File: config.mk
export PLATFORM = sky130hd
export DESIGN_NAME = ecc_fault_detc_pipe
export DESIGN_NICKNAME = d
export VERILOG_FILES = /design/src/rtl/ecc_pkg.sv /design/src/rtl/ecc_cal.sv /design/src/rtl/ecc_fault_detc_pipe.sv
export SDC_FILE = /design/constraint.sdc
export NUM_CORES = 1
export LEC_CHECK = 0
export CORE_MARGIN = 4
export CORE_UTILIZATION = 35
export CTS_BUF_LIST = sky130_fd_sc_hd__clkbuf_4 sky130_fd_sc_hd__clkbuf_8
export DETAILED_ROUTE_END_ITERATION = 6
export GPL_TIMING_DRIVEN = 0
export PLACE_DENSITY_LB_ADDON = 0.1
export RECOVER_POWER = 100
export REMOVE_ABC_BUFFERS = 1
export SKIP_CTS_REPAIR_TIMING = 1
export SYNTH_ARGS = -nofsm -noshare
export SYNTH_HDL_FRONTEND = slang
export SYNTH_SLANG_ARGS = --single-unit
File: constraint.sdc
create_clock -name clk -period 4.9 [get_ports clk]
set_input_delay 0.98 -clock clk [delete_from_list [all_inputs] [get_ports clk]]
set_output_delay 0.98 -clock clk [all_outputs]
set_load 0.01 [all_outputs]
File: src/rtl/ecc_pkg.sv
// Shared definitions for the pipelined ECC fault detector.
//   ecc_parity_width : SECDED parity width needed for a given payload width
//   ecc_data_pos     : Hamming codeword position (1-based) of payload bit idx
//   ecc_cnt_sat      : saturation value of a w-bit error counter
//   st_state_e       : comparator self-test FSM states
package ecc_pkg;

    typedef enum logic [1:0] {
        ST_IDLE  = 2'd0,
        ST_ARMED = 2'd1,
        ST_WAIT  = 2'd2
    } st_state_e;

    // Hamming check bits r satisfy 2^r >= d + r + 1; one extra overall parity bit.
    function automatic int ecc_parity_width(input int data_width);
        int r = 0;
        for (int k = 2; k < 31; k++) begin
            if (r == 0 && (1 << k) >= data_width + k + 1) r = k;
        end
        return r + 1;
    endfunction

    // Payload bits occupy the non-power-of-two codeword positions in order.
    function automatic int ecc_data_pos(input int idx);
        int cnt = 0;
        int pos = 0;
        for (int p = 3; p < idx + 40; p++) begin
            if ((p & (p - 1)) != 0) begin
                if (cnt == idx && pos == 0) pos = p;
                cnt++;
            end
        end
        return pos;
    endfunction

    function automatic logic [31:0] ecc_cnt_sat(input int w);
        return (w >= 32) ? 32'hFFFF_FFFF : ((32'd1 << w) - 32'd1);
    endfunction

endpackage

File: src/rtl/ecc_cal.sv
// SECDED decode core (combinational).
//   bypass    : forces no error report and an all-zero correction mask
//   data_in   : stored payload
//   parity_in : stored check bits [PARITY_WIDTH-2:0] plus overall parity (MSB)
//   sbit      : single-bit error (overall parity wrong)
//   dbit      : double-bit error (overall parity right, syndrome non-zero)
//   mask      : payload bit to flip for correction (one-hot or zero)
module ecc_cal
    import ecc_pkg::*;
#(
    parameter int DATA_WIDTH   = 195,
    parameter int PARITY_WIDTH = ecc_parity_width(DATA_WIDTH)
) (
    input  logic                    bypass,
    input  logic [DATA_WIDTH-1:0]   data_in,
    input  logic [PARITY_WIDTH-1:0] parity_in,
    output logic                    sbit,
    output logic                    dbit,
    output logic [DATA_WIDTH-1:0]   mask
);

    localparam int SYN_W = PARITY_WIDTH - 1;

    logic [SYN_W-1:0] pos_tab [DATA_WIDTH];
    logic [SYN_W-1:0] syndrome;
    logic             overall_err;

    for (genvar j = 0; j < DATA_WIDTH; j++) begin : g_pos
        assign pos_tab[j] = SYN_W'(ecc_data_pos(j));
    end

    // Each check bit covers the positions with its index bit set, so the
    // syndrome is the stored check bits XOR the positions of all set payload bits.
    always_comb begin
        syndrome = parity_in[SYN_W-1:0];
        for (int j = 0; j < DATA_WIDTH; j++) begin
            if (data_in[j]) syndrome = syndrome ^ pos_tab[j];
        end
    end

    assign overall_err = ^{data_in, parity_in};

    // A single error in a check bit or the overall bit sets sbit with an empty mask.
    always_comb begin
        sbit = 1'b0;
        dbit = 1'b0;
        mask = '0;
        if (!bypass) begin
            sbit = overall_err;
            dbit = ~overall_err & (syndrome != '0);
            for (int j = 0; j < DATA_WIDTH; j++) begin
                mask[j] = overall_err & (syndrome == pos_tab[j]);
            end
        end
    end

endmodule

File: src/rtl/ecc_fault_detc_pipe.sv
// Pipelined lockstep ECC fault detector.
// Two redundant SECDED cores decode each accepted beat; their {sbit,dbit,mask}
// are compared and the corrected (or, on mismatch, raw) word is registered.
//   clk, rst (sync, active-high)
//   ecc_fault_detc_en : enables the lockstep comparison
//   bypass            : both cores report no error and apply no correction
//   in_valid/in_ready, data_in, parity_in     : input beat
//   out_valid/out_ready, data_out, sbit_err, dbit_err, ecc_fault : output beat
//   clr_stat, fault_sticky, sbit_cnt, dbit_cnt, fault_cnt       : statistics
//   selftest_req/busy/done/pass : comparator self-test
module ecc_fault_detc_pipe
    import ecc_pkg::*;
#(
    parameter int DATA_WIDTH   = 195,
    parameter int PARITY_WIDTH = 9,
    parameter int CNT_WIDTH    = 16
) (
    input  logic                    clk,
    input  logic                    rst,
    input  logic                    ecc_fault_detc_en,
    input  logic                    bypass,
    input  logic                    in_valid,
    output logic                    in_ready,
    input  logic [DATA_WIDTH-1:0]   data_in,
    input  logic [PARITY_WIDTH-1:0] parity_in,
    output logic                    out_valid,
    input  logic                    out_ready,
    output logic [DATA_WIDTH-1:0]   data_out,
    output logic                    sbit_err,
    output logic                    dbit_err,
    output logic                    ecc_fault,
    output logic                    fault_sticky,
    input  logic                    clr_stat,
    output logic [CNT_WIDTH-1:0]    sbit_cnt,
    output logic [CNT_WIDTH-1:0]    dbit_cnt,
    output logic [CNT_WIDTH-1:0]    fault_cnt,
    input  logic                    selftest_req,
    output logic                    selftest_busy,
    output logic                    selftest_done,
    output logic                    selftest_pass
);

    localparam logic [CNT_WIDTH-1:0] CNT_MAX = CNT_WIDTH'(ecc_cnt_sat(CNT_WIDTH));

    function automatic logic [CNT_WIDTH-1:0] sat_inc(input logic [CNT_WIDTH-1:0] cnt);
        return (cnt == CNT_MAX) ? cnt : cnt + CNT_WIDTH'(1);
    endfunction

    logic                  c0_sbit, c0_dbit, c1_sbit, c1_dbit;
    logic [DATA_WIDTH-1:0] c0_mask, c1_mask, c1_mask_cmp;
    logic                  inject, compare_ok;
    logic                  accept, out_hs;
    logic                  fault_p0;
    logic [DATA_WIDTH-1:0] data_p0;

    logic                  vld_p1, sbit_p1, dbit_p1, fault_p1;
    logic [DATA_WIDTH-1:0] data_p1;

    st_state_e             st_q, st_d;
    logic                  done_q, done_d, pass_q, pass_d;

    logic [CNT_WIDTH-1:0]  sbit_cnt_q, dbit_cnt_q, fault_cnt_q;
    logic                  sticky_q;

    ecc_cal #(.DATA_WIDTH(DATA_WIDTH), .PARITY_WIDTH(PARITY_WIDTH)) u0_ecc_cal (
        .bypass    (bypass),
        .data_in   (data_in),
        .parity_in (parity_in),
        .sbit      (c0_sbit),
        .dbit      (c0_dbit),
        .mask      (c0_mask)
    );

    ecc_cal #(.DATA_WIDTH(DATA_WIDTH), .PARITY_WIDTH(PARITY_WIDTH)) u1_ecc_cal (
        .bypass    (bypass),
        .data_in   (data_in),
        .parity_in (parity_in),
        .sbit      (c1_sbit),
        .dbit      (c1_dbit),
        .mask      (c1_mask)
    );

    assign in_ready = ~out_valid | out_ready;
    assign accept   = in_valid & in_ready;
    assign out_hs   = vld_p1 & out_ready;

    // ---- stage p0: lockstep compare (self-test corrupts core1 while ARMED) ----
    assign inject      = (st_q == ST_ARMED);
    assign c1_mask_cmp = c1_mask ^ {{(DATA_WIDTH-1){1'b0}}, inject};
    assign compare_ok  = ({c0_sbit, c0_dbit, c0_mask} == {c1_sbit, c1_dbit, c1_mask_cmp});
    assign fault_p0    = ~compare_ok & ecc_fault_detc_en;
    // A disputed correction is not trusted: pass the stored word through untouched.
    assign data_p0     = fault_p0 ? data_in : (data_in ^ c0_mask);

    // ---- stage p1: output register ----
    always_ff @(posedge clk) begin
        if (rst) begin
            vld_p1   <= 1'b0;
            data_p1  <= '0;
            sbit_p1  <= 1'b0;
            dbit_p1  <= 1'b0;
            fault_p1 <= 1'b0;
        end else if (accept) begin
            vld_p1   <= 1'b1;
            data_p1  <= data_p0;
            sbit_p1  <= c0_sbit;
            dbit_p1  <= c0_dbit;
            fault_p1 <= fault_p0;
        end else if (out_hs) begin
            vld_p1   <= 1'b0;
        end
    end

    assign out_valid = vld_p1;
    assign data_out  = data_p1;
    assign sbit_err  = sbit_p1;
    assign dbit_err  = dbit_p1;
    assign ecc_fault = fault_p1;

    // Statistics count delivered beats; clr_stat beats a simultaneous increment.
    always_ff @(posedge clk) begin
        if (rst || clr_stat) begin
            sbit_cnt_q  <= '0;
            dbit_cnt_q  <= '0;
            fault_cnt_q <= '0;
            sticky_q    <= 1'b0;
        end else if (out_hs) begin
            if (sbit_p1)  sbit_cnt_q  <= sat_inc(sbit_cnt_q);
            if (dbit_p1)  dbit_cnt_q  <= sat_inc(dbit_cnt_q);
            if (fault_p1) fault_cnt_q <= sat_inc(fault_cnt_q);
            if (fault_p1) sticky_q    <= 1'b1;
        end
    end

    assign sbit_cnt     = sbit_cnt_q;
    assign dbit_cnt     = dbit_cnt_q;
    assign fault_cnt    = fault_cnt_q;
    assign fault_sticky = sticky_q;

    always_ff @(posedge clk) begin
        if (rst) begin
            st_q   <= ST_IDLE;
            done_q <= 1'b0;
            pass_q <= 1'b0;
        end else begin
            st_q   <= st_d;
            done_q <= done_d;
            pass_q <= pass_d;
        end
    end

    // WAIT is entered on the injected accept, so the next output handshake
    // is always the injected beat itself.
    always_comb begin
        st_d   = st_q;
        done_d = 1'b0;
        pass_d = pass_q;
        case (st_q)
            ST_IDLE: begin
                if (selftest_req) begin
                    st_d   = ST_ARMED;
                    pass_d = 1'b0;
                end
            end
            ST_ARMED: begin
                if (accept) st_d = ST_WAIT;
            end
            ST_WAIT: begin
                if (out_hs) begin
                    st_d   = ST_IDLE;
                    done_d = 1'b1;
                    pass_d = fault_p1;
                end
            end
            default: st_d = ST_IDLE;
        endcase
    end

    assign selftest_busy = (st_q != ST_IDLE);
    assign selftest_done = done_q;
    assign selftest_pass = pass_q;

endmodule

==> results of run 1 <==
## logic make-up after synthesis
kind of cell             count (synthesis)
AO/OA/AOI/OAI                          428
multiplexers                             8
XOR/XNOR                               412
flip-flops                             252
adder cells (fa/ha/maj)                  3
buffers and inverters                  169
AND/OR/NAND/NOR                        570
## Yosys cell counts (all sizes together), types with 2 or more instances
cell type	instances	area, µm²
or4	121	908.4
nor2	194	728.2
or3	4	25.02
xor3	6	142.6
a311o	3	30.03
o311a	3	30.03
a211oi	2	15.01
inv	6	22.52
o21ai	6	30.03
o311ai	98	858.3
buf	16	108.8
dfxtp	252	5045
and4	5	43.79
a41oi	3	26.28
xor2	69	604.3
a311oi	120	1051
ha	3	37.54
o31ai	117	878.3
a21oi	7	35.03
o2111ai	4	35.03
nand2	137	514.2
a211o	6	52.55
nand3	40	200.2
nand4	10	62.56
and3	11	68.82
nor3	12	70.07
and2	15	93.84
clkbuf	147	551.8
nor4	4	25.02
mux2	2	26.27
xnor2	280	2479
mux2i	6	60.06
or2	7	43.79
nand2b	3	18.77
a41o	36	360.4
nand3b	4	30.03
xnor3	57	1284
o211ai	16	120.1
## through the flow
step                utilization [%]  setup WS [ns]  setup TNS [ns]  instances  cell area [µm²]
finish                        50.58        -0.1673          -2.117       2940            24050
global route                  50.57        -0.1961          -11.08       2938            24040
CTS                           48.78         -1.244         -154.04       2886            23190
detailed placement            46.48         -1.910         -282.45       2792            22100
global placement              45.31         -13.05        -1640.99       2757            21540
floorplan                         -         -4.767         -535.58       1679            16140
## per-layer routing
layer  track usage, %  vias to the layer above  wire, µm
li1                 -                     7923         -
met3            6.164                      141      6533
met1            36.46                     8435     33020
met5                0                        -        73
met2            45.05                      791     36940
met4            7.945                       10      2576
## worst min-delay path by stage
stage                          startpoint                         end  slack, ns  cells past startpoint
6_report        data_out[41]$_SDFFE_PP0P_   data_out[41]$_SDFFE_PP0P_       0.46                      2
5_1_grt        data_out[175]$_SDFFE_PP0P_  data_out[175]$_SDFFE_PP0P_       0.48                      2
4_1_cts         data_out[41]$_SDFFE_PP0P_   data_out[41]$_SDFFE_PP0P_       0.47                      2
3_5_place_dp    data_out[41]$_SDFFE_PP0P_   data_out[41]$_SDFFE_PP0P_       0.45                      2
3_3_place_gp    data_out[41]$_SDFFE_PP0P_   data_out[41]$_SDFFE_PP0P_       0.44                      2
2_1_floorplan  data_out[104]$_SDFFE_PP0P_  data_out[104]$_SDFFE_PP0P_       0.48                      2
## worst max-delay path, cell delays in order
cell	delay (ns)
clkdlybuf4s50_1	0.61
xnor3_1	0.39
xnor3_1	0.39
xnor3_1	0.39
xnor3_1	0.45
xnor3_1	0.34
nor3_1	0.52
o211ai_1	0.45
buf_4	0.35
or4_1	0.47
a311oi_1	0.26
## sequential cells by signal (all words and copies together), names as in the netlist
signal         count
data_out         195
dbit_cnt          16
dbit_err           1
ecc_fault          1
fault_cnt         16
fault_sticky       1
out_valid          1
sbit_cnt          16
sbit_err           1
selftest_done      1
selftest_pass      1
st_q               2
## final cells by class
class / instances / area (µm²)
antenna: 8 / 20.02
clock buffer: 83 / 1030
clock inverter: 11 / 62.56
fill: 4470 / 23500
inverter: 6 / 22.52
multi-input combinational: 1430 / 11710
sequential: 252 / 5045
tap: 615 / 769.5
timing repair buffer: 535 / 5393
==> flow_summary.ini, run 1 <==
[outcome]
status = complete, but fails checks
violations = capacitance limit, slew limit, setup timing

[cts]
clock-root-buffer = clkbuf_8
cts_buffers = 51
htree_levels = 2
clkSinkCount = 252
clk_latency_ns = 0.64
cts_tree = built
cts.path.max_buffers = 3
clkSlewWorstSetupHoldPaths_ns = 0.06

[timing]
max_freq_mhz = 197.3
clock_skew_ns = 0.02141
finalHoldViolations = 0
rsz0062_at_grt = yes
worstMarginPinSlew_ns = 2.752
slew_viol_final = 50
relSlewSlack_pct = -83.49
min_period_ns = 5.067
min_period_over_period_pct = 103.4
setup_viol = 40
whs_ns = 0.4589
setup_slack_ns = -0.1673

[setup_path]
reg2reg_from = st_q[1]$_SDFFE_PP0P_
critical_path_class = input pin to flip-flop
reg2reg_to = data_out[188]$_SDFFE_PP0P_
crit_end = data_out[18]$_SDFFE_PP0P_
worstPathMaxFanout = 10
cp.required_ns = 5.44
worst_setup_path_end_kind = flip-flop
reg2reg_depth = 6
start_kind = input pin
ff2ff_setup_slack_ns = 2.22
critPathArrivalTime_ns = 5.60
critPathLaunch = data_in[56]

[finish]
syn2layout_area_growth_pct = 43.16
fin_nets = 2491
mostFrequentLayoutCell = xnor2_1
final_cell_mix = xnor2_1 (255), dlygate4sd3_1 (254), dfxtp_1 (252), clkdlybuf4s50_1 (203), nor2_1 (184)
layout-drive-gt1-share_pct = 10.66

[placed_design]
finalWeightedCongestion = 0.8650
dpl.hpwl_mm = 56.39
io_buffers = 463

[floorplanning]
row_count = 80
start_util_pct = 35.33
coreArea_um2 = 47550
io_pins = 464
dieArea_um2 = 51560
die_h_um = 227.1
dieWidth_um = 227.1

[routing]
firstDrtPassIters = 5
drc = 0
routedWlPerCell_um = 26.92
ant_nets = 0
viasPerCell = 5.884
drt-total-wl_mm = 79.15
initialDrtViolationCount = 1536
vias = 17300

[synthesis]
yosysWarnings = 0
synth_top_family_by_area = XOR/XNOR gates
synth_edf_count = 0
synth.cell_area_um2 = 16800
yosys_most_used_dff = dfxtp_1
yosys.area_share.xor_xnor_pct = 26.85
synthDistinctLibCells = 56
synthMuxAreaShare_pct = 0.5140
ys_seq_area_share_pct = 30.03
synth_fa_ha_area_share_pct = 0.2235
syn_avg_cell_area_um2 = 9.119
synth_seq_cells = 252
synthCells = 1842
synth_compound_area_share_pct = 21.30
yosys.area_share.simple_pct = 17.01
async_reset_ff_share_pct = 0

[grt]
grt_pass1_vias = 15990
grt_pass1_wl_mm = 106.4
grt_max_degree = 160
overflow = 0
grt_usage_pct = 27.43
antenna_found_initial = 14

[job]
drv_cap = 1

[min_path]
hp-class = flip-flop to flip-flop
Power of run 1 is not shown: default switching activity piles up to over one toggle a cycle in this logic, so the estimate is an artifact.
==> run 2, diff against run 1 <==
--- a/config.mk
+++ b/config.mk
@@ -5,9 +5,10 @@
 export SDC_FILE = /design/constraint.sdc
 export NUM_CORES = 1
 export LEC_CHECK = 0
-export CORE_MARGIN = 4
-export CORE_UTILIZATION = 35
+export CORE_MARGIN = 2
+export CORE_UTILIZATION = 51
 export CTS_BUF_LIST = sky130_fd_sc_hd__clkbuf_4 sky130_fd_sc_hd__clkbuf_8
+export CTS_CLUSTER_DIAMETER = 100
 export DETAILED_ROUTE_END_ITERATION = 6
 export GPL_TIMING_DRIVEN = 0
 export PLACE_DENSITY_LB_ADDON = 0.1
==> run 2 against run 1 <==
Net effect: the flow finishes with violations (setup timing); first-iteration DRC count up 25%; count of clock-buffer cells in the layout is 10 lower; global-route usage grew 9.5 points; routed wire length shrank 10%; flip-flop and latch count is the same; design area fell by 0.68%; via count up 3.7%; fmax fell by 1.1%.
==> flow_summary.ini, run 2 (synthesis results as in run 1) <==
[grt]
antenna_found_initial = 7
busiest_layer = met2
grt_usage_pct = 36.91
overflow = 0
use_met3_pct = 8.296
grt_max_degree = 160
grt_pass1_wl_mm = 96.45
grt_util_met1_pct = 46.05
use_met2_pct = 59.46
grt_pass1_vias = 16210

[finish]
final_cell_mix = clkdlybuf4s50_1 (456), xnor2_1 (258), dfxtp_1 (252), nor2_1 (185), nand2_1 (135)
syn2layout_area_growth_pct = 42.18
mostFrequentLayoutCell = clkdlybuf4s50_1
postLayoutCoreUtil_pct = 73.59
largest_reg_flops = 195
multi_input_area_um2 = 11750
fin_nets = 2495
fillCellCount = 2431
seq_area_um2 = 5045
layout-drive-gt1-share_pct = 11.11

[floorplanning]
start_util_pct = 51.76
io_pins = 464
die_h_um = 185.5
dieArea_um2 = 34400
row_count = 66
coreArea_um2 = 32450
dieWidth_um = 185.5

[timing]
setup_viol = 84
max_freq_mhz = 195.1
min_period_ns = 5.126
rsz0062_at_grt = yes
min_period_over_period_pct = 104.6
relSlewSlack_pct = 30.68
clock_skew_ns = 0.02608
finalHoldViolations = 0
worstMarginPinSlew_ns = 1.036
setup_slack_ns = -0.2257
slew_viol_final = 0

[setup_path]
critPathLaunch = data_in[145]
path_cells = clkdlybuf4s50_1 > xnor2_1 > xnor3_1 > xnor3_1 > xnor2_2 > xnor3_1 > xnor3_2 > buf_4 > mux2_8 > o311ai_0 > o311ai_0
start_kind = input pin
worstPathMaxFanout = 79
crit_top_cell = xnor3_1
cp.required_ns = 5.31
path_buf_inv = 2
crit_family = XOR/XNOR gates
critical_path_class = input pin to flip-flop
worst_setup_path_end_kind = flip-flop
ff2ff_setup_slack_ns = 2.23
reg2reg_from = st_q[1]$_SDFFE_PP0P_
critPathArrivalTime_ns = 5.54
crit_path_max_incr_delay_ns = 0.58
cp_slowest_cell = clkdlybuf4s50_1

[min_path]
hp-class = flip-flop to flip-flop
hold_start = data_out[104]$_SDFFE_PP0P_

[cts]
clkSinkCount = 252
clkSlewWorstSetupHoldPaths_ns = 0.06
cts_buffers = 46
htree_levels = 2
clk_latency_ns = 0.59
cts_tree = built
cts.path.max_buffers = 3
clock-root-buffer = clkbuf_8

[routing]
drc = 0
ant_nets = 0
vias = 17940
drt-total-wl_mm = 71.14
initialDrtViolationCount = 1916
viasPerCell = 6.491
routedWlPerCell_um = 25.75
firstDrtPassIters = 6

[placed_design]
finalWeightedCongestion = 0.9382
io_buffers = 463
dpl.hpwl_mm = 48.73

[job]
drv_cap = 0

[outcome]
violations = setup timing
status = complete, but fails checks
-- run 2: cell types whose count changed in the layout (fill, tap and decap cells not counted), sizes merged, moves of 3 or more --
cell           previous run  this run
buf                      68        82
dlygate4sd3             254         1
clkbuf                   88        74
clkdlybuf4s50           203       456
clkinv                    8         5
-- run 2: tightest hold or removal path, stage by stage, from the launching register on --
cell and delay, ns:
dfxtp_1 0.32, nand2_1 0.05, nand3_1 0.06
-- run 2: area by class of cell --
type | count | share of cell area (%)
multi-input cells | 1429 | 49.19
repair buffers | 545 | 23.11
flip-flops and latches | 252 | 21.12
clock buffers | 73 | 3.762
well taps | 442 | 2.316
clock inverters | 9 | 0.3301
inverters | 6 | 0.09430
diodes | 7 | 0.07334
-- run 2: worst paths after layout --
kind         cells after the start                    endpoint
max                             11  data_out[167]$_SDFFE_PP0P_
min                              2  data_out[104]$_SDFFE_PP0P_
max reg2reg                      6  data_out[176]$_SDFFE_PP0P_
min reg2reg                      2  data_out[104]$_SDFFE_PP0P_
-- run 2: per-layer routing --
metal | up-vias | wire (µm)
met1 | 8469 | 26500
met2 | 1278 | 31990
met3 | 279 | 8129
li1 | 7910 | -
met5 | - | 0
met4 | 0 | 4517
-- run 2: per-stage QoR --
stage / std cells / cell area (µm²) / setup TNS [ns] / setup WS (ns) / hold WS (ns)
5_1_grt: 2762 / 23880 / -7.413 / -0.2019 / 0.4967
3_5_place_dp: 2614 / 21810 / -258.93 / -1.788 / 0.4387
2_1_floorplan: 1679 / 16140 / -535.58 / -4.767 / 0.4818
3_3_place_gp: 2584 / 21320 / -1478.01 / -11.88 / 0.4387
4_1_cts: 2696 / 22790 / -146.53 / -1.209 / 0.4532
6_report: 2763 / 23880 / -3.851 / -0.2257 / 0.4561
Power of run 2 is left out for the same reason.
